**config.mk**
```make
export PLATFORM = sky130hd
export DESIGN_NAME = qbus_master
export DESIGN_NICKNAME = d
export VERILOG_FILES = /design/src/rtl/qbus_master.sv
export SDC_FILE = /design/constraint.sdc
export NUM_CORES = 1
export LEC_CHECK = 0
export BUFFER_PORTS_ARGS = -buffer_cell sky130_fd_sc_hd__buf_2
export CAP_MARGIN = 25
export CORE_AREA = 2 2 81 83
export DETAILED_ROUTE_END_ITERATION = 10
export DIE_AREA = 0 0 83 85
export PLACE_DENSITY_LB_ADDON = 0.08
export SLEW_MARGIN = 0
export SYNTH_ARGS = -nofsm -noshare
export SYNTH_HDL_FRONTEND = slang
export SYNTH_SLANG_ARGS = --single-unit
```
**constraint.sdc**
```tcl
create_clock -name pin_clk_p -period 1.5 [get_ports pin_clk_p]
set_clock_uncertainty 0.05 [all_clocks]
set_input_delay 0.3 -clock pin_clk_p [delete_from_list [all_inputs] [get_ports pin_clk_p]]
set_output_delay 0.3 -clock pin_clk_p [all_outputs]
set_load 0.005 [all_outputs]
```
**src/rtl/qbus_master.sv**
```systemverilog
// QBUS bus master: runs one DATI/DATO(B) cycle per request with an RPLY timeout.
// Strobes and the AD drive are decoded from the current state only.
module qbus_master #(
  parameter int TOUT = 64
) (
  input  logic        pin_clk_p,
  input  logic        pin_dclo_n,
  input  logic        req,
  input  logic        we,
  input  logic        bt,
  input  logic [15:0] adr,
  input  logic [15:0] wdat,
  output logic [15:0] rdat,
  output logic        ack,
  output logic        err,
  output logic        busy,
  input  logic [15:0] pin_ad_in_n,
  output logic [15:0] pin_ad_out_n,
  output logic        pin_ad_oe,
  output logic        pin_sync_n,
  output logic        pin_din_n,
  output logic        pin_dout_n,
  output logic        pin_wtbt_n,
  input  logic        pin_rply_n,
  output logic [2:0]  dbg_state_o
);

  typedef enum logic [2:0] {
    S_IDLE = 3'd0,
    S_ADR  = 3'd1,
    S_SYN  = 3'd2,
    S_DAT  = 3'd3,
    S_STB  = 3'd4,
    S_REL  = 3'd5,
    S_FIN  = 3'd6,
    S_ERR  = 3'd7
  } state_t;

  localparam logic [7:0] TOUT_LAST = 8'(TOUT - 1);

  state_t      state_q, state_d;
  logic [7:0]  cnt_q, cnt_d;
  logic [15:0] adr_q, adr_d;
  logic [15:0] wdat_q, wdat_d;
  logic        we_q, we_d;
  logic        bt_q, bt_d;
  logic [15:0] rdat_q, rdat_d;
  logic        rply_m_q, rply_s_q;

  always_ff @(posedge pin_clk_p) begin
    if (!pin_dclo_n) begin
      state_q  <= S_IDLE;
      cnt_q    <= 8'd0;
      adr_q    <= 16'd0;
      wdat_q   <= 16'd0;
      we_q     <= 1'b0;
      bt_q     <= 1'b0;
      rdat_q   <= 16'd0;
      rply_m_q <= 1'b1;
      rply_s_q <= 1'b1;
    end else begin
      state_q  <= state_d;
      cnt_q    <= cnt_d;
      adr_q    <= adr_d;
      wdat_q   <= wdat_d;
      we_q     <= we_d;
      bt_q     <= bt_d;
      rdat_q   <= rdat_d;
      rply_m_q <= pin_rply_n;
      rply_s_q <= rply_m_q;
    end
  end

  // Next state; the timeout counter restarts on entry to both wait phases.
  always_comb begin
    state_d = state_q;
    cnt_d   = cnt_q;
    adr_d   = adr_q;
    wdat_d  = wdat_q;
    we_d    = we_q;
    bt_d    = bt_q;
    rdat_d  = rdat_q;
    case (state_q)
      S_IDLE: begin
        if (req) begin
          adr_d   = adr;
          wdat_d  = wdat;
          we_d    = we;
          bt_d    = bt;
          state_d = S_ADR;
        end
      end
      S_ADR: state_d = S_SYN;
      S_SYN: state_d = S_DAT;
      S_DAT: begin
        cnt_d   = 8'd0;
        state_d = S_STB;
      end
      S_STB: begin
        if (!rply_s_q) begin
          if (!we_q) rdat_d = ~pin_ad_in_n;
          cnt_d   = 8'd0;
          state_d = S_REL;
        end else if (cnt_q == TOUT_LAST) begin
          state_d = S_ERR;
        end else begin
          cnt_d = cnt_q + 8'd1;
        end
      end
      S_REL: begin
        if (rply_s_q) begin
          state_d = S_FIN;
        end else if (cnt_q == TOUT_LAST) begin
          state_d = S_ERR;
        end else begin
          cnt_d = cnt_q + 8'd1;
        end
      end
      S_FIN:   state_d = S_IDLE;
      S_ERR:   state_d = S_IDLE;
      default: state_d = S_IDLE;
    endcase
  end

  // Pin decode: address phase drives ~adr, write data phases drive ~wdat.
  always_comb begin
    pin_sync_n   = 1'b1;
    pin_din_n    = 1'b1;
    pin_dout_n   = 1'b1;
    pin_wtbt_n   = 1'b1;
    pin_ad_oe    = 1'b0;
    pin_ad_out_n = 16'hFFFF;
    ack          = 1'b0;
    err          = 1'b0;
    case (state_q)
      S_ADR, S_SYN: begin
        pin_sync_n   = (state_q == S_ADR);
        pin_ad_oe    = 1'b1;
        pin_ad_out_n = ~adr_q;
        pin_wtbt_n   = ~we_q;
      end
      S_DAT, S_STB, S_REL: begin
        pin_sync_n = 1'b0;
        if (we_q) begin
          pin_ad_oe    = 1'b1;
          pin_ad_out_n = ~wdat_q;
          pin_wtbt_n   = ~bt_q;
          pin_dout_n   = (state_q != S_STB);
        end else begin
          pin_din_n = (state_q == S_REL);
        end
      end
      S_FIN:   ack = 1'b1;
      S_ERR:   err = 1'b1;
      default: ;
    endcase
  end

  assign rdat        = rdat_q;
  assign busy        = (state_q != S_IDLE);
  assign dbg_state_o = state_q;

endmodule

```
# After elaboration in Yosys (flattened, before gate mapping)
# Cells that the tools add are included.
word_totals:
  ff_bits: 63
  input_bits: 54
  out_inout_bits: 43
  elab_cells: 58
op_classes:
  add_sub_neg: 1
  n_eq_ne: 11
  n_mux: 22
  bitwise_logic: 6
  n_reduce_logical: 9
op_table:
  columns: ["cell", "n"]
  rows:
  - ["$not 16->16", 3]
  - ["$pmux 16 s2", 1]
  - ["$mux 8", 3]
  - ["$pmux 8 s3", 1]
  - ["$pmux 3 s7", 1]
  - ["$mux 16", 1]
  - ["$eq 3x3->1 const B", 4]
  - ["$mux 3", 4]
  - ["$add 8x1->8 const B", 1]
  - ["$eq 8x6->1 const B", 1]
  - ["$mux 1", 8]
  - ["$eq 3x2->1 const B", 2]
  - ["$pmux 1 s2", 3]
  - ["$reduce_bool 3->1", 2]
  - ["$ne 2x2->1 const B", 2]
  - ["$reduce_and 2->1", 2]
  - ["$reduce_or 2->1", 2]
  - ["$eq 3x1->1 const B", 1]
  - ["$logic_not 3->1", 1]
  - ["$ne 3x3->1 const B", 1]
  - ["$not 1->1", 3]
  - ["$reduce_and 3->1", 1]
  - ["$reduce_or 3->1", 1]

# Logic depth before layout (Yosys ltp)
# Gate-level depths: netlist (run 1).
depth:
  ltp_word: 4
  mapped_depth: 7
  ltp_nobuf: 4

# Least setup slack after synthesis (run 1)
# Ideal clock, no wire load.
synth_path:
  path_type: "reg-to-output"
  startpoint: "register state_q[0], in the netlist dbg_state_o[0]"
  endpoint: "output pin_ad_out_n[0]"
  arrival_ps: 1409
  t_required_ps: 1150
  setup_slack_ps: -259
  stages_incl_launch_ff: 7
  path_buffers: 3
  cell_sequence: "dfxtp_1 -> buf_2 -> xor2_1 -> nand2_1 -> clkbuf_1 -> buf_2 -> o211ai_1"
synth_between:
  elab_chain_len: 3
  word_cells_on_any_way: 8
  classes_between: "eq/ne: 5; mux: 1; reduce/logical: 2"
synth_lines:
  columns: ["element", "line_no", "text"]
  rows:
  - ["from (decl)", "41", "state_t state_q, state_d;"]
  - ["from (signal assigned)", "62", "state_q <= state_d;"]
  - ["$eq 3x3->1, or another cell as far along", "135", "case (state_q)"]
  - ["$reduce_or 3->1 / $reduce_or 2->1 (equally long branches)", "135", null]
  - ["$pmux 16 s2 (*)", "135", null]
  - ["to (decl)", "18", "output logic [15:0] pin_ad_out_n,"]
# Every way passes the cells marked *; elsewhere a longest branch is shown, timed or not.

# Final worst setup path (run 1)
layout_path:
  startpoint: "register state_q[2], in the netlist dbg_state_o[2]"
  endpoint: "output pin_ad_out_n[14]"
# Same word-level chain as after synthesis.

==> results.md, run 1 <==
- Fin nets: 542
- Syn_area_per_cell: 7.701 um^2
- Largest net degree at the start of global routing: 53
- Commonest register cell after synthesis: dfxtp_1
- Final std cells w/o fill: around 570
- Simple-gate share of the synthesized area: 0.2499
- Wirelength per Cell: 15.16 um
- Hold wc startpoint: pin_ad_in_n[6]
- Register area share after synthesis: 0.4613
- Starting Density: 0.4406
- Compound-Gate Fraction of Synth Area: 0.2146
- Total net switching power: about 2.2 mW
- Die area: slightly above 7000 um^2
- Crit path DAT: 1560 ps
- Leakage: 1.903 nW
- Detail Route Antenna Nets: 0
- Final Wtd Congestion: 0.8423
- Critical path peak fanout: 8
- Crit path time final: 1914 ps
- Clk slew on worst S/H paths: roughly 70 ps
- Area delta synth->final: 67.69%
- Number of vias per cell: 5.315
- Worst setup path category: reg -> out
- Worst vdd ir: 0.9042 mV
- Antenna Cells: 0
- Setup TNS: -19,290 ps
- RSZ-0062 raised after global routing: yes
- Max Slew Vio Count: 0
- Cell internal pwr: 4.358 mW
- Combinational power share: 0.452
- GR Util All Layers: 0.2348
- Post-Syn Area: around 2700 um^2
- Fraction of layout cells with a size suffix above 1: 0.5519
- Boundary Pins: 97
- Largest delay share family, worst path: simple AND/OR/NAND/NOR gates
- Type of origin of the critical path: register
- WL final: 8609 um
- Class of the worst hold path: in -> reg
- First-pass GRT wire length: 13,170 um
- Slowest CP cell: dfxtp_4
- Chip height: between 80 and 90 um
- Placed insts: approximately 530
- Synth Instances: 355
- Slew @ Worst Pin: 348.8 ps
- Clk Latency, worst-skew pair: 340 ps
- Row cnt: 29
- Cts bufs inserted: 9
- CTS tree: done
- DR vias: 3,019
- Initial antenna violation count: 0
- Multiplexer area fraction after synthesis: 0
- Die Wd: 83 um
- Status: complete, but fails checks
- Remaining DRCs: 0
- Worst setup path start: dbg_state_o[2]$_SDFFE_PN0P_
- Ys Warns: 0
- Clk pwr share: 0.249
- Largest stage delay, worst path: 360 ps
- Top post-synthesis cells by area: dfxtp_1 46%, nand2_1 15%, a21oi_1 7.7%
- Clk sinks: between 60 and 70
- Largest family of logic cells by synthesized area: simple AND/OR/NAND/NOR gates
- Core box area: approximately 6200 um^2
- Top cells by count, synth: 110 x nand2_1, 63 x dfxtp_1, 42 x a21oi_1
- Final instance area: ~4600 um^2
- CP required: around 1200 ps
- GRT Residual Overflow: 0
- Post-Syn Nets: 410
- Adder-Cell Fraction of Synth Area: 0.004577
- Fmax: between 0.5 and 0.6 GHz
- First-pass detailed-route iteration total: 4
- Initial drt markers: about 130
- Placed cell area: 3536 um^2
- Final setup viols: 80
- Synth area leader: dfxtp_1
- Yosys top cell area share: 0.4613
- Hold_ws: 79.33 ps
- PD cells: 1434 nW/um^2
- Synth Register Bits: between 60 and 70
- Final Hold Viols: 0
- Maxcap violations: 0
- Yosys cell types: 38
- DPL Wire Length: roughly 5000 um
- CTS H-tree depth: 3
- Sequential fraction of design power: 0.299
- Number of flops mapped to enable cells by yosys: 0
- Post-synth ARST share: 0
- FF-to-FF Start: dbg_state_o[2]$_SDFFE_PN0P_
- Crit. End Element: output port
- IO buf count: 96
- Sw Ratio: 0.3369
- Buf/Inv on CP: 2
- Clock root buffer: clkbuf_8
- Slew headroom: 0.7672
- Setup ws final: -413.9 ps
- Dpl ws: -100.6 ps
- Clk buf depth: 2
- Number of global-route vias before repair: 2,714
- Critical Path, Cell by Cell: nand3b_1 -> nand2_4 -> buf_12 -> nand2_2 -> o211ai_1 -> buf_2
- Post-Synth XOR/XNOR Area: 0.009611
- Dominant cell by count in the synthesized netlist: nand2_1
- Period utilization: 1.276
- Failing checks: setup timing
through the flow:
step,power [mW],util
4_1_cts,6.225,0.6647
3_5_place_dp,4.020,0.5699
3_3_place_gp,3.999,0.5699
6_report,6.573,0.7389
2_1_floorplan,3.090,-
5_1_grt,6.902,0.7389
cell usage in the layout (no fill, tap or decap), drive strengths merged, types with 6 or more instances in the layout:
| master | count |
|---|---|
| nand3 | 6 |
| nand2 | 110 |
| inv | 7 |
| buf | 147 |
| a21oi | 42 |
| o21ai | 7 |
| clkbuf | 15 |
| o211ai | 16 |
| a211oi | 16 |
| dfxtp | 63 |
| nor2 | 20 |
power by group through the flow:
stage | clock [mW] | sequential (mW) | combinational [mW]
after global placement | 0 | 1.98 | 2.02
after global routing | 1.74 | 1.98 | 3.18
after CTS | 1.67 | 1.97 | 2.59
after floorplan | 0 | 1.95 | 1.14
final | 1.64 | 1.96 | 2.97
after detailed placement | 0 | 1.99 | 2.03
final cells by class:
cell class | count | area [um^2]
timing repair buffer | 149 | 1171
clock inverter | 2 | 35.03
sequential | 63 | 1274
tap | 77 | 96.34
multi-input combinational | 257 | 1792
inverter | 7 | 26.28
fill | 494 | 1620
clock buffer | 13 | 190.2
flip-flops by register name (all words and copies together), names as in the netlist:
name,count
bt_q,1
rply_s_q,1
rply_m_q,1
adr_q,16
wdat_q,16
dbg_state_o,3
cnt_q,8
rdat,16
we_q,1
cell families after synthesis:
group                    Yosys count
AND/OR/NAND/NOR                  159
adder cells (fa/ha/maj)            1
AO/OA/AOI/OAI                     94
buffers and inverters             35
flip-flops                        63
XOR/XNOR                           3
worst reg2reg max path: stages, from the launching register on:
cell and delay [ps]:
dfxtp_4 360, buf_4 140, buf_6 110, buf_6 110, nor3_4 160, and2_4 210
buf_12 120, buf_12 120, buf_16 150, nand2_2 70, a21oi_2 120
routing by layer:
layer | wire [um] | up-vias | GRT usage | part of all wire
met4 | 150 | 0 | 0.08495 | 0.017
li1 | - | 1488 | - | -
met3 | 387 | 15 | 0.06712 | 0.045
met2 | 4212 | 86 | 0.3724 | 0.49
met1 | 3859 | 1430 | 0.3073 | 0.45
met5 | 0 | - | 0 | 0
worst paths after layout:
kind | endpoint | slack (ps) | depth (start not counted)
worst max-delay path | pin_ad_out_n[14] | -410 | 6
worst min register to register | rply_s_q$_SDFF_PN1_ | 390 | 1
worst max register to register | wdat_q[0]$_SDFFE_PN0P_ | -270 | 10
worst min-delay path | rdat[6]$_SDFFE_PN0P_ | 80 | 2
repair_timing:
item	4_1_cts	5_1_grt
endpoints found under the setup margin	80	83
endpoints found under the hold margin	0	0
hold buffers	0	0
buffers inserted	9	9
resized for setup	43	112
pin swaps	16	39
cloned	5	2
Note: power is estimated with default switching activity, not from simulation.
==> run 2, diff against run 1 <==
--- a/config.mk
+++ b/config.mk
@@ -7,10 +7,11 @@
 export LEC_CHECK = 0
 export BUFFER_PORTS_ARGS = -buffer_cell sky130_fd_sc_hd__buf_2
 export CAP_MARGIN = 25
-export CORE_AREA = 2 2 81 83
+export CORE_AREA = 2 2 62 109
+export CTS_CLUSTER_SIZE = 20
 export DETAILED_ROUTE_END_ITERATION = 10
-export DIE_AREA = 0 0 83 85
-export PLACE_DENSITY_LB_ADDON = 0.08
+export DIE_AREA = 0 0 64 111
+export PLACE_DENSITY = 0.73
 export SLEW_MARGIN = 0
 export SYNTH_ARGS = -nofsm -noshare
 export SYNTH_HDL_FRONTEND = slang
==> results.md, run 2 (same netlist as run 1, synthesis figures left out) <==
- Status: complete, but fails checks
- Failing checks: setup timing
- Sw Ratio: 0.3347 (-0.002195)
- Starting Density: 0.4343 (-0.006306)
- Row cnt: 39 (+34%)
- Crit path DAT: 1590 ps (+30 ps)
- DR vias: 3,275 (+8.5%)
- Remaining DRCs: 0 (unchanged)
- Cell internal pwr: 4.636 mW (+6.4%)
- Final setup viols: 84 (+5.0%)
- CP required: 1150 ps (about the same)
- Detail Route Antenna Nets: 0 (unchanged)
- Number of global-route vias before repair: 3,289 (+21%)
- DPL Wire Length: 5805 um (+16%)
- Boundary Pins: 97 (unchanged)
- GRT Residual Overflow: 0 (unchanged)
- Clk slew on worst S/H paths: 50 ps (-20 ps)
- Filler Cells Inserted: 395 (-20%)
- First-pass GRT wire length: 15,230 um (+16%)
- CTS H-tree depth: 3 (unchanged)
- Clk buf depth: 2 (unchanged)
- Area delta synth->final: 75.29%
- Hold_buf cts: 0 (unchanged)
- Cts bufs inserted: 9 (unchanged)
- Commonest non-fill, non-tap cell in the layout: buf_2
- CTS tree: done
- Clk pwr share: 0.285 (+0.036)
- Die Wd: 64 um (-23%)
- Fmax: 0.5146 GHz (-1.5%)
- GR Util All Layers: 0.2814 (+0.04653)
- Setup ws final: -443.3 ps (-29.38 ps)
- Most frequent cells in the layout: 94 x buf_2, 87 x nand2_1, 59 x dfxtp_1
- Final Wtd Congestion: 0.9096 (+8.0%)
- Clock root buffer: clkbuf_16
- Largest net degree at the start of global routing: 53 (unchanged)
- Initial antenna violation count: 0 (unchanged)
- Worst vdd ir: 1.694 mV (+87%)
- Clk Latency, worst-skew pair: 330 ps (about the same)
- Type of origin of the critical path: register
- Die area: 7104 um^2 (+0.69%)
- Dpl ws: -110.6 ps (-9.965 ps)
- Max Slew Vio Count: 0 (unchanged)
- Initial drt markers: 260 (+98%)
- Sequential fraction of design power: 0.285 (-0.014)
- Core box area: 6295 um^2 (+1.5%)
- Critical path peak fanout: 4 (-4)
- Chip height: 111 um (+31%)
- Combinational power share: 0.430 (-0.022)
- PD cells: 1454 nW/um^2 (+1.4%)
- Placed insts: 543 (+2.1%)
- Number of vias per cell: 5.598 (+5.3%)
- RSZ-0062 raised after global routing: yes
- WL final: 10,730 um (+25%)
- Total net switching power: 2.333 mW (+5.3%)
- Crit path time final: 1943 ps (+29.38 ps)
- Clk sinks: 63 (unchanged)
- Antenna Cells: 0 (unchanged)
- Final Hold Viols: 0 (unchanged)
- Hold_ws: 92.16 ps (+12.83 ps)
- Fraction of layout cells with a size suffix above 1: 0.5746 (+0.02262)
- Slew @ Worst Pin: 391.9 ps (+43.14 ps)
- Class of the worst hold path: in -> reg
- Period utilization: 1.296 (+0.01959)
- Fin nets: 555 (+2.4%)
- Wirelength per Cell: 18.34 um (+21%)
- IO buf count: 96 (unchanged)
- Design Power: 6.968 mW (+6.0%)
- Leakage: 1.944 nW (+2.2%)
- Maxcap violations: 0 (unchanged)
- Slew headroom: 0.7354 (-0.03176)
- Setup TNS: -26,030 ps (-6747 ps)
- Crit. End Element: output port
- Final std cells w/o fill: 585 (+3.0%)
- First-pass detailed-route iteration total: 5 (+1)
- Worst setup path category: reg -> out
[run 2: cell count changes in the layout (fill, tap and decap cells not counted), moves of 12 or more]
cell and delta:
nand2_1 +20, nand2_4 -20, nor2_1 -16, nor2_4 +14, clkbuf_8 -12
[run 2: critical path, cell delays in order (launching register included)]
cell and delay, ps:
dfxtp_4 360, buf_4 140, nand2b_4 170, buf_6 130, buf_4 130, nor2_4 90
o21bai_1 100, buf_2 150
[run 2: final cells by class]
cell class	instances	area, um^2	area share
tap	82	102.6	0.02141
clock buffer	10	229.0	0.04778
clock inverter	4	48.80	0.01018
inverter	7	33.78	0.007050
sequential	63	1274	0.2658
timing repair buffer	161	1237	0.2582
multi-input combinational	258	1867	0.3896
[run 2: path summary, 6_finish.rpt]
kind,start,to,slack [ps],depth (start not counted)
setup / recovery,dbg_state_o[1]$_SDFFE_PN0P_,pin_din_n,-440,7
setup reg to reg,dbg_state_o[1]$_SDFFE_PN0P_,rdat[12]$_SDFFE_PN0P_,-390,9
hold / removal,pin_ad_in_n[11],rdat[11]$_SDFFE_PN0P_,90,2
hold reg to reg,rply_m_q$_SDFF_PN1_,rply_s_q$_SDFF_PN1_,390,1
[run 2: through the flow]
| step | utilization | instance area (um^2) |
|---|---|---|
| detailed placement | 0.5659 | 3562 |
| CTS | 0.7126 | 4486 |
| floorplan | - | 2781 |
| finish | 0.7613 | 4792 |
| global placement | 0.5659 | 3562 |
| global route | 0.7613 | 4792 |
[run 2: repair_timing]
action                                 CTS  global route
gates resized for setup                 94            83
buffers inserted                        33            11
cloned                                   5             4
setup endpoints to repair               81            86
pin swaps                               23            31
endpoints found under the hold margin    0             0
[run 2: metal layers]
layer | vias to the layer above | routed length (um) | GRT usage
met3 | 60 | 615 | 0.07208
li1 | 1509 | - | -
met1 | 1542 | 3501 | 0.2590
met2 | 164 | 5913 | 0.5236
met4 | 0 | 700 | 0.1768
met5 | - | 0 | 0
[run 2: power by group through the flow]
stage,clock network [mW],registers (mW),logic (mW)
2_1_floorplan,0,1.95,1.14
3_3_place_gp,0,1.99,2.04
3_5_place_dp,0,2.00,2.07
4_1_cts,2.01,1.97,2.55
5_1_grt,2.09,1.99,3.19
6_report,1.99,1.98,3.00
==> run 3, diff against run 2 <==
==> constraint.sdc (replaced) <==
create_clock -name pin_clk_p -period 1.57 [get_ports pin_clk_p]
set_clock_uncertainty 0.05 [all_clocks]
set_input_delay 0.314 -clock pin_clk_p [delete_from_list [all_inputs] [get_ports pin_clk_p]]
set_output_delay 0.314 -clock pin_clk_p [all_outputs]
set_load 0.005 [all_outputs]
==> results.md, run 3 (same netlist as run 1, synthesis figures left out) <==
- Critical Path, Cell by Cell: xor2_4 -> nand2_4 -> buf_6 -> o211ai_1 -> buf_2
- DR vias: 3,377 (+3.1%)
- Maxcap violations: 0 (unchanged)
- CTS H-tree depth: 3 (unchanged)
- Worst vdd ir: 1.264 mV (-25%)
- Die Wd: 64 um (unchanged)
- First-pass GRT wire length: 14,940 um (-1.9%)
- Class of the worst hold path: in -> reg
- Largest stage delay, worst path: 410 ps (+50 ps)
- Dpl ws: -103.1 ps (+7.496 ps)
- First-pass detailed-route iteration total: 5 (unchanged)
- Status: complete, but fails checks
- Final setup viols: 66 (-21%)
- Number of vias per cell: 5.802 (+3.6%)
- Period utilization: 1.233
- Final Wtd Congestion: 0.7809 (-14%)
- Worst setup path category: reg -> out
- Core box area: 6295 um^2 (unchanged)
- Clk Latency, worst-skew pair: 330 ps (about the same)
- Initial drt markers: 323 (+24%)
- Initial antenna violation count: 0 (unchanged)
- GR Util All Layers: 0.2737 (-0.007646)
- Die area: 7104 um^2 (unchanged)
- RSZ-0062 raised after global routing: yes
- Slew headroom: 0.7431 (+0.007702)
- Failing checks: setup timing
- Fmax: roughly 0.52 GHz
- Boundary Pins: 97 (unchanged)
- Cts bufs inserted: 9 (unchanged)
- Fraction of layout cells with a size suffix above 1: 0.5340 (-0.04055)
- Final std cells w/o fill: 582 (-0.51%)
- Clk buf depth: 2 (unchanged)
- Buf/Inv on CP: 2 (-2)
- Crit path time final: slightly below 2000 ps
- Crit path DAT: 1570 ps (-20 ps)
- Final Hold Viols: 0 (unchanged)
- Max Slew Vio Count: 0 (unchanged)
- Area delta synth->final: 72.08%
- Wirelength per Cell: 18.85 um (+2.8%)
- Leakage: 1.928 nW (-0.83%)
- Clk slew on worst S/H paths: 60 ps (about the same)
- Largest delay share family, worst path: flip-flops
- Most frequent cells in the layout: 95 x buf_2, 84 x nand2_1, 60 x dfxtp_1
- Starting Density: 0.4343 (unchanged)
- Row cnt: 39 (unchanged)
- CTS tree: done
- Clock root buffer: clkbuf_16
- Placed insts: 537 (-1.1%)
- Clk sinks: 63 (unchanged)
- WL final: 10,970 um (+2.2%)
- Type of origin of the critical path: register
- PD cells: 1452 nW/um^2 (-0.16%)
- Commonest non-fill, non-tap cell in the layout: buf_2
- Antenna Cells: 0 (unchanged)
- Chip height: 111 um (unchanged)
- Number of global-route vias before repair: 3,178 (-3.4%)
- Slowest CP cell: dfxtp_4
- Setup ws final: -366.0 ps (+77.34 ps)
- Detail Route Antenna Nets: 0 (unchanged)
- Slew @ Worst Pin: 380.5 ps (-11.41 ps)
- Critical path peak fanout: 12 (+8)
- DPL Wire Length: 5610 um (-3.3%)
- Crit. End Element: output port
- Largest net degree at the start of global routing: 53 (unchanged)
- Fin nets: 550 (-0.90%)
- IO buf count: 96 (unchanged)
- Remaining DRCs: 0 (unchanged)
- CP required: 1210 ps (+60 ps)
- GRT Residual Overflow: 0 (unchanged)
## run 3: per-stage QoR
step	cell area (um^2)	TNS (ps)	total power, mW	util	hold slack (ps)
after floorplan	2773	-8.580	2.949	-	336.3
after global placement	3498	-197.9	3.723	0.5558	354.6
after detailed placement	3498	-1786	3.758	0.5558	351.1
after CTS	4384	-10080	6.289	0.6965	105.6
after global routing	4705	-11600	7.063	0.7474	114.8
final	4705	-8753	6.830	0.7474	114.0
## run 3: report_power, final
group / total [mW] / internal, mW / leakage, nW / switching (mW)
combinational: 2.84 / 1.40 / 1.26 / 1.44
sequential: 1.91 / 1.76 / 0.515 / 0.149
clock: 2.08 / 1.32 / 0.149 / 0.756
## run 3: routing by layer
layer / vias up / share of wire / global-route usage
met3: 68 / 0.056 / 0.05888
met4: 0 / 0.062 / 0.1362
li1: 1501 / - / -
met2: 196 / 0.54 / 0.5042
met5: - / 0 / 0
met1: 1612 / 0.34 / 0.2800
## run 3: worst paths after layout
kind                          startpoint                    end  slack (ps)  cells after the start
min                      pin_ad_in_n[14]  rdat[14]$_SDFFE_PN0P_         110                      2
min reg2reg          rply_m_q$_SDFF_PN1_    rply_s_q$_SDFF_PN1_         370                      1
max          dbg_state_o[1]$_SDFFE_PN0P_       pin_ad_out_n[10]        -370                      5
max reg2reg  dbg_state_o[2]$_SDFFE_PN0P_  cnt_q[3]$_SDFFE_PN0P_        -290                      7
## run 3: repair_timing
item                                    in CTS  in global routing
pin swaps                                   37                 54
endpoints found under the setup margin      80                 82
cloned                                       7                  2
setup buffers                               18                 12
hold buffers                                 0                  0
resized for setup                           69                 89
## run 3: layout make-up
| cell class | count | area, um^2 |
|---|---|---|
| fill | 380 | 1590 |
| sequential | 63 | 1272 |
| tap | 82 | 102.6 |
| clock buffer | 12 | 256.5 |
| clock inverter | 4 | 52.55 |
| multi-input combinational | 257 | 1773 |
| timing repair buffer | 157 | 1221 |
| inverter | 7 | 26.28 |
